--- config.mk ---
export PLATFORM = sky130hd
export DESIGN_NAME = pc_fetch_flat
export DESIGN_NICKNAME = d
export VERILOG_FILES = /design/src/rtl/pc_fetch_if.sv /design/src/rtl/pc_fetch.sv /design/src/flat_wrapper.sv
export SDC_FILE = /design/constraint.sdc
export NUM_CORES = 1
export LEC_CHECK = 0
export BUFFER_PORTS_ARGS = -buffer_cell sky130_fd_sc_hd__buf_2
export CAP_MARGIN = 0
export CORE_ASPECT_RATIO = 0.5
export CORE_MARGIN = 10
export CORE_UTILIZATION = 45
export CTS_BUF_LIST = sky130_fd_sc_hd__clkbuf_2 sky130_fd_sc_hd__clkbuf_4 sky130_fd_sc_hd__clkbuf_8
export CTS_CLUSTER_SIZE = 28
export DETAILED_ROUTE_END_ITERATION = 10
export MAX_ROUTING_LAYER = met4
export PLACE_DENSITY = 0.79
export SLEW_MARGIN = 20
export SYNTH_ARGS = -nofsm -noshare
export SYNTH_HDL_FRONTEND = slang
export SYNTH_SLANG_ARGS = --single-unit
export TNS_END_PERCENT = 100
--- constraint.sdc ---
create_clock -name CLK -period 3.85 [get_ports CLK]
set_clock_uncertainty 0.2 [all_clocks]
set_input_delay 0.1925 -clock CLK [delete_from_list [all_inputs] [get_ports CLK]]
set_output_delay 0.1925 -clock CLK [all_outputs]
set_load 0.01 [all_outputs]
--- src/rtl/pc_fetch_if.sv ---
// Control/ROM-side bundle of the PC fetch sequencer: next-PC controls, ROM data in,
// PC/status out. state_dbg mirrors the sequencer's FSM state for observation.
interface pc_fetch_if;
    logic        PCWre;
    logic [1:0]  PCSrc;
    logic [31:0] imm;
    logic [25:0] jaddr;
    logic [31:0] instr;
    logic [31:0] pc;
    logic [31:0] pc4;
    logic        rom_rd;
    logic        halted;
    logic        addr_err;
    logic [31:0] instret;
    logic [1:0]  state_dbg;

    // No valid/ready handshake: every input is sampled at each rising clock edge in RUN,
    // and every output is a registered value (or pc+4) that is stable for the whole cycle.
    modport slave (
        input  PCWre, PCSrc, imm, jaddr, instr,
        output pc, pc4, rom_rd, halted, addr_err, instret, state_dbg
    );

    modport master (
        output PCWre, PCSrc, imm, jaddr, instr,
        input  pc, pc4, rom_rd, halted, addr_err, instret, state_dbg
    );
endinterface

--- src/rtl/pc_fetch.sv ---
// Program counter and instruction-fetch sequencer (BOOT/RUN/HALT/ERR) feeding the ROM.
// Optional macro PC_RANGE_CHECK_EN traps misaligned or out-of-ROM next-PC values into ERR.
module pc_fetch #(
    parameter logic [31:0] RESET_PC  = 32'h0000_0000,
    parameter int unsigned ROM_BYTES = 100
) (
    input logic       CLK,
    input logic       RST,
    pc_fetch_if.slave bus
);

    typedef enum logic [1:0] {
        ST_BOOT = 2'd0,
        ST_RUN  = 2'd1,
        ST_HALT = 2'd2,
        ST_ERR  = 2'd3
    } state_t;

    localparam logic [31:0] HALT_INSTR = 32'hFC00_0000;
    localparam logic [31:0] PC_MAX     = 32'(ROM_BYTES - 4);

    state_t      state_q, state_d;
    logic [31:0] pc_q, pc_d;
    logic [31:0] instret_q, instret_d;
    logic [31:0] pc4;
    logic [31:0] next_pc;
    logic        advance;
    logic        next_bad;
    logic        unused_ok;

    assign pc4 = pc_q + 32'd4;

    always_comb begin
        next_pc = pc_q;
        case (bus.PCSrc)
            2'b00:   next_pc = pc4;
            2'b01:   next_pc = pc4 + {bus.imm[29:0], 2'b00};
            2'b10:   next_pc = {pc4[31:28], bus.jaddr, 2'b00};
            default: next_pc = pc_q;
        endcase
    end

    assign advance  = bus.PCWre && (bus.PCSrc != 2'b11);
    assign next_bad = (next_pc[1:0] != 2'b00) || (next_pc > PC_MAX);

    always_comb begin
        state_d   = state_q;
        pc_d      = pc_q;
        instret_d = instret_q;
        case (state_q)
            ST_BOOT: state_d = ST_RUN;
            ST_RUN: begin
                // Halt opcode wins over any PC update requested in the same cycle.
                if (bus.instr == HALT_INSTR) begin
                    state_d = ST_HALT;
                end else if (advance) begin
`ifdef PC_RANGE_CHECK_EN
                    if (next_bad) begin
                        state_d = ST_ERR;
                    end else begin
                        pc_d      = next_pc;
                        instret_d = instret_q + 32'd1;
                    end
`else
                    pc_d      = {next_pc[31:2], 2'b00};
                    instret_d = instret_q + 32'd1;
`endif
                end
            end
            ST_HALT: state_d = ST_HALT;
            ST_ERR:  state_d = ST_ERR;
            default: state_d = ST_BOOT;
        endcase
    end

    always_ff @(posedge CLK) begin
        if (!RST) begin
            state_q   <= ST_BOOT;
            pc_q      <= RESET_PC;
            instret_q <= 32'd0;
        end else begin
            state_q   <= state_d;
            pc_q      <= pc_d;
            instret_q <= instret_d;
        end
    end

    assign bus.pc        = pc_q;
    assign bus.pc4       = pc4;
    assign bus.rom_rd    = (state_q != ST_RUN);
    assign bus.halted    = (state_q == ST_HALT);
    assign bus.instret   = instret_q;
    assign bus.state_dbg = state_q;

`ifdef PC_RANGE_CHECK_EN
    assign bus.addr_err = (state_q == ST_ERR);
    assign unused_ok    = ^bus.imm[31:30];
`else
    assign bus.addr_err = 1'b0;
    assign unused_ok    = ^{bus.imm[31:30], next_bad};
`endif

endmodule

--- src/flat_wrapper.sv ---
// flat-port wrapper written by rule: the top's interface ports become plain ports
module pc_fetch_flat 
#(
    parameter logic [31:0] RESET_PC  = 32'h0000_0000,
    parameter int unsigned ROM_BYTES = 100
)
  (CLK, RST, bus_PCWre, bus_PCSrc, bus_imm, bus_jaddr, bus_instr, bus_pc, bus_pc4, bus_rom_rd, bus_halted, bus_addr_err, bus_instret, bus_state_dbg);
  pc_fetch_if bus_i ();
  input logic CLK;
  input logic RST;
  input wire logic [$bits(bus_i.PCWre)-1:0] bus_PCWre;
  input wire logic [$bits(bus_i.PCSrc)-1:0] bus_PCSrc;
  input wire logic [$bits(bus_i.imm)-1:0] bus_imm;
  input wire logic [$bits(bus_i.jaddr)-1:0] bus_jaddr;
  input wire logic [$bits(bus_i.instr)-1:0] bus_instr;
  output wire logic [$bits(bus_i.pc)-1:0] bus_pc;
  output wire logic [$bits(bus_i.pc4)-1:0] bus_pc4;
  output wire logic [$bits(bus_i.rom_rd)-1:0] bus_rom_rd;
  output wire logic [$bits(bus_i.halted)-1:0] bus_halted;
  output wire logic [$bits(bus_i.addr_err)-1:0] bus_addr_err;
  output wire logic [$bits(bus_i.instret)-1:0] bus_instret;
  output wire logic [$bits(bus_i.state_dbg)-1:0] bus_state_dbg;
  assign bus_i.PCWre = bus_PCWre;
  assign bus_i.PCSrc = bus_PCSrc;
  assign bus_i.imm = bus_imm;
  assign bus_i.jaddr = bus_jaddr;
  assign bus_i.instr = bus_instr;
  assign bus_pc = bus_i.pc;
  assign bus_pc4 = bus_i.pc4;
  assign bus_rom_rd = bus_i.rom_rd;
  assign bus_halted = bus_i.halted;
  assign bus_addr_err = bus_i.addr_err;
  assign bus_instret = bus_i.instret;
  assign bus_state_dbg = bus_i.state_dbg;
  pc_fetch #(.RESET_PC(RESET_PC), .ROM_BYTES(ROM_BYTES)) u_core (.CLK(CLK), .RST(RST), .bus(bus_i));
endmodule
==> results by group, run 1 <==
Synth
  • Fraction of registers with async set/reset: 0%
  • Synth Cell Area: 5670 um2
  • Number of synthesized flops with an enable pin: 0
  • Synth Instances: 750
  • Post-synthesis cell type count: 66
  • Post-synthesis sequential area ratio: a little under a quarter
  • Primary FF master, synth: dfxtp_1
  • Syn Area/Cell: around 7.6 um2
  • Synth Register Bits: between 60 and 70
  • Syn. warnings: 0

Worst setup path
  • Critical path class: reg -> reg
  • Crit path max-delay cell type: or4_1
  • Crit-path max cell delay: 0.50 ns
  • Crit path max-delay family: simple AND/OR/NAND/NOR gates
  • Max Fanout on Critical Path: 7
  • Crit end category: flop
  • Crit path cell chain: nand4_1 > buf_4 > nor4_4 > nand4_1 > xnor2_2 > ha_4 > nand4_1 > o211ai_1 > a211oi_2 > a21oi_2 > a21oi_2 > or4_1 > a21oi_1 > o221a_2
  • Worst setup SP type: flop
  • Cells on worst reg2reg path: 14
  • Worst Path Buf+Inv: 1
  • CP most frequent cell: nand4_1
  • Critical Path Stages: 14
  • Crit path DAT: between 3 and 4 ns
  • Req. time, crit path: slightly below 4 ns

Clock tree
  • Register clock-pin slew on the reported worst setup and hold paths: approximately 0.090 ns
  • CTS H-tree depth: 3
  • Clock tree buffer depth: 2
  • CTS root buffer: clkbuf_8
  • CTS tree: built
  • # clock sinks: 64
  • Worst-Skew Late Latency: around 0.36 ns
  • Inserted Clock Buffers: 9

Global routing
  • GRT Total Usage: about a quarter
  • GRT Residual Overflow: 0
  • First-pass GRT wire length: 33100 um
  • Number of global-route vias before repair: 6559
  • Initial antenna violation count: 0
  • Largest net degree at the start of global routing: 34

Floorplan
  • Initial core utilization: between 40% and 50%
  • Cell Rows: 28
  • Height of the die: 99.4 um
  • DIE WIDTH: roughly 180 um
  • Ports: just under 200
  • Core Area: ~12000 um2
  • Die area: around 18000 um2

Final layout
  • Register cell area after layout: roughly 1300 um2
  • NumNets Final: 1131
  • Most frequent cells in the layout: buf_2, nor2_1, buf_4
  • Area growth, synth to finish: 34.4%
  • Fraction of layout cells with a size suffix above 1: between 30% and 40%
  • N_diodes: 0
  • Layout fillers: about 1100
  • Commonest non-fill, non-tap cell in the layout: buf_2
  • Multi-input gate area: about 4200 um2
  • Final cell count without fillers: 1161

Placement
  • Placed Cells: between 1000 and 1500
  • HPWL after detailed placement: 16500 um
  • Gp weighted congestion: a little under 1
  • Pre-CTS WS: roughly 0.018 ns
  • IO Port Bufs: ~190

Power
  • Power density cells: around 290 nW/um2
  • Worst VDD drop: around 0.00017 V
  • Pwr Total: around 2200 uW
  • Leakage: 0.00362 uW

STA
  • Hold WS: 0.0161 ns
  • Slew headroom: approximately 34%
  • Max Clk Rate: ~260 MHz
  • Finish-stage setup viols: 0
  • Final hold vios: 0
  • Tcrit/Tclk final: a little over nine tenths
  • Final min period: roughly 3.8 ns
  • Final worst slack: roughly 0.064 ns
  • Slew @ Worst Pin: about 0.99 ns
  • Max Slew Vio Count: 0
  • RSZ-0062 raised after global routing: yes
  • Setup TNS Final: 0 ns

Detailed routing
  • # DRC: 0
  • Wirelength per Cell: around 19 um
  • Drt initial violations: 584
  • Post-Route WL: roughly 22000 um
  • Vias: around 6800
  • Final ANT Viol Nets: 0
  • Via density: just under 6
  • Drt pass-1 iters: 8

Flow run
  • Max-cap violations: 0

Worst hold path
  • Hold WC Path Type: in -> reg
  • Worst hold path stage count: 3

Outcome
  • Status: finished, final reports clean
[final cells by class]
type	instances	area share, %
clock buffers	10	1.72
clock inverters	6	0.903
inverters	32	1.58
multi-input cells	615	55.6
flip-flops and latches	64	16.9
well taps	165	2.71
repair buffers	269	20.6
[cell usage after synthesis, types with 7 or more instances]
library cell  count  area share [%]
nor3_1           22             1.9
xnor2_1          41             6.3
or3_1             8            0.88
ha_1             44             9.7
inv_1            31             2.1
nor2_1           77             5.1
xor2_1           30             4.6
clkbuf_1         32             2.1
o21a_1            9             1.2
nor4_1            7            0.77
nand3_1          35             3.1
a221oi_1         12             1.9
a211oi_1         12             1.6
o21ai_0          35             3.1
a21oi_1          51             4.5
nand2_1          65             4.3
o211ai_1         11             1.5
and3_1           10             1.1
a31oi_1           9            0.99
dfxtp_1          64              23
a21o_1            9             1.2
nand4_1          25             2.8
[final timing paths]
| check | startpoint | slack (ns) | endpoint |
|---|---|---|---|
| worst max-delay path | u_core.bus.pc[12] | 0.06 | u_core.bus.pc[31] |
| worst min-delay path | bus_jaddr[21] | 0.02 | u_core.bus.pc[23] |
| worst max register to register | u_core.bus.pc[12] | 0.06 | u_core.bus.pc[31] |
| worst min register to register | u_core.bus.pc[3] | 0.29 | u_core.bus.pc[3] |
[what timing repair did]
action | 4_1_cts | 5_1_grt
resized for setup | 3 | 32
pin swaps | 1 | 16
endpoints found under the setup margin | 2 | 16
hold buffers | 7 | 0
buffers inserted | 0 | 6
endpoints found under the hold margin | 7 | 0
[through the flow]
step                      util (%)  cell area (um2)
after floorplan                  -             5700
after global placement        59.5             7170
after detailed placement      59.5             7170
after CTS                     61.8             7450
after global routing          63.2             7620
final                         63.2             7620
[sequential cells by signal, indices dropped and copies added (netlist names)]
name and flops:
u_core.bus.state_dbg 2, u_core.bus.instret 32, u_core.bus.pc 30
[per-layer routing]
metal | global-route usage, % | share of wire [%]
met2 | 38.8 | 48
met4 | 8.02 | 2.1
met3 | 4.45 | 7.9
met5 | - | 0
met1 | 27.7 | 42
[report_power, final]
| part | internal, uW | total, uW | switching, uW |
|---|---|---|---|
| logic | 361 | 851 | 489 |
| clock network | 310 | 625 | 315 |
| registers | 699 | 747 | 48.3 |
| total | 1370 | 2220 | 852 |
[worst register-to-register path, stage by stage, from the launching register on]
cell and delay [ns]:
dfxtp_1 0.39, nand4_1 0.18, buf_4 0.19, nor4_4 0.30
nand4_1 0.22, xnor2_2 0.21, ha_4 0.31, nand4_1 0.07
o211ai_1 0.29, a211oi_2 0.10, a21oi_2 0.30, a21oi_2 0.11
or4_1 0.50, a21oi_1 0.15, o221a_2 0.20
[logic make-up after synthesis]
| family | after synthesis | share of synthesized area, % |
|---|---|---|
| DFF | 64 | 22.6 |
| muxes | 5 | 0.883 |
| xor gates and xnor gates | 71 | 11.0 |
| AOI/OAI and AO/OA | 199 | 23.2 |
| buffers and inverters | 75 | 5.65 |
| and+or+nand+nor | 290 | 26.6 |
| adders and majority gates | 45 | 10.1 |
| other | 1 | 0.0661 |
Power figures use the tool's default switching activity.
==> inputs of run 2 (changes only) <==
- CORE_ASPECT_RATIO: 0.5 -> 0.9
==> results by group, run 2 (same netlist as run 1, synthesis figures left out) <==
Power
  • Power density cells: 292 nW/um2 (about the same)
  • Leakage: 0.00374 uW (was 0.00362 uW)
  • Worst VDD drop: 0.000235 V (was 0.000171 V)

Worst setup path
  • Crit end category: flop (unchanged)
  • Crit path max-delay cell type: or4_4 (was or4_1)
  • Crit path DAT: 3.99 ns (was 3.90 ns)
  • Max Fanout on Critical Path: 6 (was 7)
  • Critical path class: reg -> reg (unchanged)
  • Crit path cell chain: nand4_1 > buf_4 > nor4_4 > nand4_1 > xnor2_1 > ha_1 > nand4_1 > o211ai_1 > a211oi_2 > a21oi_2 > a21oi_2 > or4_4 > a21oi_2 > o221a_2 (was nand4_1 > buf_4 > nor4_4 > nand4_1 > xnor2_2 > ha_4 > nand4_1 > o211ai_1 > a211oi_2 > a21oi_2 > a21oi_2 > or4_1 > a21oi_1 > o221a_2)
  • FF-to-FF End: u_core.bus.pc[31] (unchanged)
  • Worst Path Buf+Inv: 1 (unchanged)
  • Cells on worst reg2reg path: 14 (unchanged)
  • Critical Path Stages: 14 (unchanged)
  • Crit path max-delay family: simple AND/OR/NAND/NOR gates (unchanged)
  • Worst setup SP type: flop (unchanged)
  • R2R Path Start: u_core.bus.pc[15] (was u_core.bus.pc[12])
  • Crit-path max cell delay: 0.53 ns (was 0.50 ns)
  • Req. time, crit path: 3.94 ns (was 3.96 ns)
  • Reg2reg setup slack: -0.05 ns (was 0.06 ns)

STA
  • RSZ-0062 raised after global routing: yes (unchanged)
  • Final hold vios: 0 (unchanged)
  • Final worst slack: -0.0479 ns (was 0.0644 ns)
  • Max Slew Vio Count: 0 (unchanged)
  • Max Clk Rate: 257 MHz (was 264 MHz)
  • Finish-stage setup viols: 1 (was 0)
  • Final min period: 3.90 ns (was 3.79 ns)
  • Slew @ Worst Pin: 0.924 ns (was 0.992 ns)
  • Slew headroom: 38.4% (was 33.8%)
  • Tcrit/Tclk final: 101% (was 98.3%)

Detailed routing
  • Via density: 5.89 (was 5.83)
  • Post-Route WL: 21700 um (about the same)
  • Drt pass-1 iters: 5 (was 8)
  • Final ANT Viol Nets: 0 (unchanged)
  • Wirelength per Cell: 18.5 um (was 18.7 um)
  • Drt initial violations: 726 (was 584)
  • Vias: 6906 (was 6763)
  • # DRC: 0 (unchanged)

Floorplan
  • Die area: 17500 um2 (was 17800 um2)
  • Initial core utilization: 46.6% (was 47.1%)
  • Core Area: 12200 um2 (was 12100 um2)
  • Height of the die: 126 um (was 99.4 um)
  • Ports: 196 (unchanged)
  • Cell Rows: 38 (was 28)
  • DIE WIDTH: 138 um (was 179 um)

Clock tree
  • CTS tree: built (unchanged)
  • Register clock-pin slew on the reported worst setup and hold paths: 0.08 ns (was 0.09 ns)
  • Worst-Skew Late Latency: 0.35 ns (was 0.36 ns)
  • CTS H-tree depth: 3 (unchanged)
  • # clock sinks: 64 (unchanged)
  • Inserted Clock Buffers: 9 (unchanged)
  • CTS root buffer: clkbuf_8 (unchanged)
  • Clock tree buffer depth: 2 (unchanged)

Final layout
  • Area growth, synth to finish: 39.6% (was 34.4%)
  • Commonest non-fill, non-tap cell in the layout: buf_2 (unchanged)
  • Utilization after layout: 65.0% (was 63.2%)
  • Layout fillers: 1064 (was 1085)
  • Multi-input gate area: 4390 um2 (was 4240 um2)
  • Final cell count without fillers: 1172 (was 1161)
  • Fraction of layout cells with a size suffix above 1: 35.0% (was 32.7%)
  • Register cell area after layout: 1290 um2 (was 1280 um2)
  • Max FFs per register: 32 (unchanged)
  • Most frequent cells in the layout: buf_2, buf_4, nor2_1 (was buf_2, nor2_1, buf_4)
  • NumNets Final: 1146 (was 1131)

Outcome
  • Failing checks: negative setup slack
  • Status: complete, but fails checks (was finished, final reports clean)

Worst hold path
  • Hold wc startpoint: bus_jaddr[0] (was bus_jaddr[21])
  • WHS Endpoint: u_core.bus.pc[2] (was u_core.bus.pc[23])
  • Worst hold path stage count: 4 (was 3)
  • Hold WC Path Type: in -> reg (unchanged)

Placement
  • HPWL after detailed placement: 16000 um (was 16500 um)
  • IO Port Bufs: 188 (unchanged)
  • Pre-CTS WS: -0.0205 ns (was 0.0181 ns)
  • Gp weighted congestion: 0.961 (was 0.971)
  • Placed Cells: 1138 (was 1132)

Global routing
  • Largest net degree at the start of global routing: 34 (unchanged)
  • GRT Total Usage: 22.2% (was 23.3%)
  • Number of global-route vias before repair: 6405 (was 6559)
  • GRT Residual Overflow: 0 (unchanged)
  • Initial antenna violation count: 1 (was 0)
  • First-pass GRT wire length: 32200 um (was 33100 um)

Flow run
  • Max-cap violations: 0 (unchanged)
[run 2: metal layers]
| metal | GRT usage, % | vias to the layer above | share of wire [%] |
|---|---|---|---|
| met3 | 4.14 | 50 | 8.7 |
| met1 | 28.8 | 3206 | 44 |
| li1 | - | 3253 | - |
| met5 | - | - | 0 |
| met4 | 6.82 | 0 | 2.5 |
| met2 | 34.3 | 397 | 45 |
[run 2: how the worst max path moves through the flow]
stage,endpoint,startpoint
2_1_floorplan,u_core.bus.pc[27],u_core.bus.pc[2]
3_3_place_gp,u_core.bus.pc[31],u_core.bus.pc[7]
3_5_place_dp,u_core.bus.pc[31],u_core.bus.pc[7]
4_1_cts,u_core.bus.pc[28],u_core.bus.pc[7]
5_1_grt,u_core.bus.pc[31],u_core.bus.pc[15]
6_report,u_core.bus.pc[31],u_core.bus.pc[15]
[run 2: stage by stage]
stage | total power (uW) | instance area, um2 | hold slack, ns | TNS (ns)
after floorplan | 1240 | 5700 | 0.172 | -0.0153
after global placement | 1550 | 7250 | 0.263 | 0
after detailed placement | 1550 | 7250 | 0.270 | -0.0205
after CTS | 2230 | 7570 | 0.0413 | 0
after global routing | 2420 | 7920 | 0.0714 | -0.854
final | 2310 | 7920 | 0.0534 | -0.0479
[run 2: area by class of cell]
| cell class | instances | share of cell area [%] |
|---|---|---|
| multi-input combinational | 615 | 55.5 |
| timing repair buffer | 284 | 21.3 |
| sequential | 64 | 16.3 |
| tap | 160 | 2.53 |
| clock buffer | 9 | 1.56 |
| inverter | 32 | 1.52 |
| clock inverter | 7 | 1.30 |
| antenna | 1 | 0.0316 |
[run 2: where the power goes]
part / leakage [uW] / internal, uW / total [uW] / switching [uW]
registers: 0.000521 / 699 / 748 / 49.5
logic: 0.00311 / 375 / 882 / 507
clock network: 0.000110 / 371 / 678 / 306
[run 2: repair_timing]
item	CTS	global route
pin swaps	0	29
hold endpoints to repair	9	0
setup buffers	0	8
hold buffers	9	0
endpoints found under the setup margin	1	16
gates resized for setup	1	60
[run 2: worst register-to-register path: cells and delay by family, from the launching register on]
family | cells | cell delay, ns
simple gates | 5 | 1.30
flops | 1 | 0.36
xor+xnor | 1 | 0.18
buf+inv | 1 | 0.19
fa+ha+maj | 1 | 0.41
compound gates | 6 | 1.19
==> inputs of run 3 (changes only) <==
- ABC_AREA: not set -> 1
- GPL_TIMING_DRIVEN: not set -> 0
- PLACE_DENSITY: 0.79 -> 0.76
- SLEW_MARGIN: 20 -> 0
==> results by group, run 3 <==
Outcome
  • Status: finished, final reports clean (was complete, but fails checks)

Detailed routing
  • Drt pass-1 iters: 5 (unchanged)
  • Final ANT Viol Nets: 0 (unchanged)
  • Post-Route WL: 28100 um (was 21700 um)
  • Wirelength per Cell: 17.2 um (was 18.5 um)
  • Via density: 5.26 (was 5.89)
  • Drt initial violations: 887 (was 726)
  • # DRC: 0 (unchanged)
  • Vias: 8581 (was 6906)

Synth
  • Top cell type's share of synthesized area: 22.7% (was 22.6%)
  • Post-Synth Adder-Cell Area: 8.14% (was 10.1%)
  • Top cell type by total area after synthesis: nand2_1 (was dfxtp_1)
  • Most frequent cell after synthesis: nand2_1 (was nor2_1)
  • Synth Cell Area: 7010 um2 (was 5670 um2)
  • Syn. warnings: 0 (unchanged)
  • Simple-gate share of the synthesized area: 43.5% (was 26.6%)
  • Synth Area in XOR/XNOR: 6.00% (was 11.0%)
  • Commonest cells in the netlist: nand2_1, inv_1, a21oi_1 (was nor2_1, nand2_1, dfxtp_1)
  • Post-synthesis cell type count: 40 (was 66)
  • Fraction of registers with async set/reset: 0% (unchanged)
  • Mux cell area share after synthesis: 0% (was 0.883%)
  • Area contributors post-synth: nand2_1, dfxtp_1, inv_1, ha_1, a21oi_1 (was dfxtp_1, ha_1, xnor2_1, nor2_1, xor2_1)
  • Post-synthesis sequential area ratio: 18.3% (was 22.6%)
  • Number of synthesized flops with an enable pin: 0 (unchanged)
  • Synth Area in Compound Gates: 12.1% (was 23.2%)
  • Synth Register Bits: 64 (unchanged)
  • Combinational family with the most area after synthesis: simple AND/OR/NAND/NOR gates (unchanged)
  • Syn Area/Cell: 5.73 um2 (was 7.56 um2)
  • Synth Instances: 1222 (was 750)
  • Primary FF master, synth: dfxtp_1 (unchanged)

STA
  • Final hold vios: 0 (unchanged)
  • Max Slew Vio Count: 0 (unchanged)
  • Final min period: 3.66 ns (was 3.90 ns)
  • Slew headroom: 57.9% (was 38.4%)
  • Max Clk Rate: 273 MHz (was 257 MHz)
  • Tcrit/Tclk final: 95.1% (was 101%)
  • RSZ-0062 raised after global routing: no (was yes)
  • Final worst slack: 0.189 ns (was -0.0479 ns)
  • Setup TNS Final: 0 ns (was -0.0479 ns)
  • Slew @ Worst Pin: 0.629 ns (was 0.924 ns)
  • Finish-stage setup viols: 0 (was 1)

Final layout
  • Most frequent cells in the layout: nand2_1, buf_2, inv_1 (was buf_2, buf_4, nor2_1)
  • NumNets Final: 1566 (was 1146)
  • Layout fillers: 1623 (was 1064)
  • Utilization after layout: 55.1% (was 65.0%)
  • Max FFs per register: 32 (unchanged)
  • Commonest non-fill, non-tap cell in the layout: nand2_1 (was buf_2)
  • Multi-input gate area: 4930 um2 (was 4390 um2)
  • Final cell count without fillers: 1632 (was 1172)
  • Fraction of layout cells with a size suffix above 1: 19.7% (was 35.0%)
  • Register cell area after layout: 1280 um2 (was 1290 um2)
  • N_diodes: 0 (was 1)
  • Finished Cell Area: 8450 um2 (was 7920 um2)
  • Area growth, synth to finish: 20.7% (was 39.6%)

Clock tree
  • Register clock-pin slew on the reported worst setup and hold paths: 0.07 ns (was 0.08 ns)
  • Worst-Skew Late Latency: 0.37 ns (was 0.35 ns)
  • CTS H-tree depth: 3 (unchanged)
  • # clock sinks: 64 (unchanged)
  • CTS tree: built (unchanged)
  • Inserted Clock Buffers: 9 (unchanged)
  • Clock tree buffer depth: 2 (unchanged)
  • CTS root buffer: clkbuf_8 (unchanged)

Placement
  • Gp weighted congestion: 0.983 (was 0.961)
  • HPWL after detailed placement: 23500 um (was 16000 um)
  • IO Port Bufs: 187 (was 188)
  • Placed Area: 8210 um2 (was 7250 um2)
  • Placed Cells: 1615 (was 1138)
  • Pre-CTS WS: 0.133 ns (was -0.0205 ns)

Floorplan
  • Cell Rows: 43 (was 38)
  • DIE WIDTH: 152 um (was 138 um)
  • Height of the die: 138 um (was 126 um)
  • Core Area: 15300 um2 (was 12200 um2)
  • Die area: 21000 um2 (was 17500 um2)
  • Initial core utilization: 45.7% (was 46.6%)
  • Ports: 196 (unchanged)

Worst setup path
  • Crit path DAT: 3.69 ns (was 3.99 ns)
  • Max Fanout on Critical Path: 5 (was 6)
  • Req. time, crit path: 3.88 ns (was 3.94 ns)
  • Worst setup SP type: flop (unchanged)
  • Crit end category: flop (unchanged)
  • Critical path class: reg -> reg (unchanged)

Global routing
  • First-pass GRT wire length: 42900 um (was 32200 um)
  • Number of global-route vias before repair: 7876 (was 6405)
  • Initial antenna violation count: 0 (was 1)
  • GRT Residual Overflow: 0 (unchanged)
  • Largest net degree at the start of global routing: 11 (was 34)
  • GRT Total Usage: 26.5% (was 22.2%)

Power
  • Worst VDD drop: 0.000248 V (was 0.000235 V)
  • Leakage: 0.00444 uW (was 0.00374 uW)
  • Power density cells: 288 nW/um2 (was 292 nW/um2)

Worst hold path
  • Hold WC Path Type: in -> reg (unchanged)

Flow run
  • Max-cap violations: 0 (unchanged)
[run 3: logic make-up (layout without fill, tap and decap cells)]
logic type	after synthesis	count (layout)
other cells	1	5
flops	64	64
buf+inv	212	416
compound gates	163	163
fa+ha+maj	45	45
simple gates	689	689
xor+xnor	48	48
[run 3: area by class of cell]
cell class / count / share of cell area (%)
sequential: 64 / 15.2
tap: 202 / 2.99
timing repair buffer: 189 / 11.3
inverter: 179 / 7.95
multi-input combinational: 950 / 58.4
clock buffer: 12 / 1.81
clock inverter: 3 / 0.503
buffer: 33 / 1.89
[run 3: final timing paths]
path / slack, ns / to / start / cells past startpoint
max: 0.19 / u_core.bus.pc[22] / u_core.bus.pc[10] / 18
min: 0.01 / u_core.bus.pc[13] / bus_jaddr[11] / 5
max reg2reg: 0.19 / u_core.bus.pc[22] / u_core.bus.pc[10] / 18
min reg2reg: 0.33 / u_core.bus.instret[6] / u_core.bus.instret[6] / 2
[run 3: what timing repair did]
| action | in CTS | in global routing |
|---|---|---|
| setup endpoints to repair | 0 | 19 |
| buffers inserted | 0 | 1 |
| endpoints found under the hold margin | 1 | 0 |
| gates resized for setup | 0 | 10 |
| hold buffers | 1 | 0 |
[run 3: critical path, stage by stage, from the launching register on]
cell	delay (ns)
dfxtp_2	0.41
nand2_1	0.12
nor2_1	0.22
nand2_1	0.15
nor4_4	0.34
xor2_1	0.18
inv_1	0.11
ha_1	0.37
nand2_1	0.15
nor2_2	0.23
inv_1	0.08
nor2_2	0.21
nand4_1	0.25
nand3_1	0.16
nand2_1	0.06
nand3_1	0.09
nand2_1	0.08
nand2_1	0.06
a21oi_1	0.05
[run 3: power breakdown]
part           internal [uW]  total, uW  switching, uW
Sequential               712        782           70.0
Clock                    327        604            278
Combinational            352       1050            699
Total                   1390       2440           1050
[run 3: routing by layer]
metal	GRT usage (%)	up-vias	share of wire, %
li1	-	4296	-
met1	39.3	3828	47
met2	36.0	433	41
met3	5.48	24	11
met4	4.51	0	1.1
met5	-	-	0
[run 3: metrics by stage]
step	total power [uW]	hold WS, ns
floorplan	1440	0.221
global placement	1810	0.301
detailed placement	1820	0.321
CTS	2420	0.0115
global route	2590	0.0190
finish	2440	0.0136
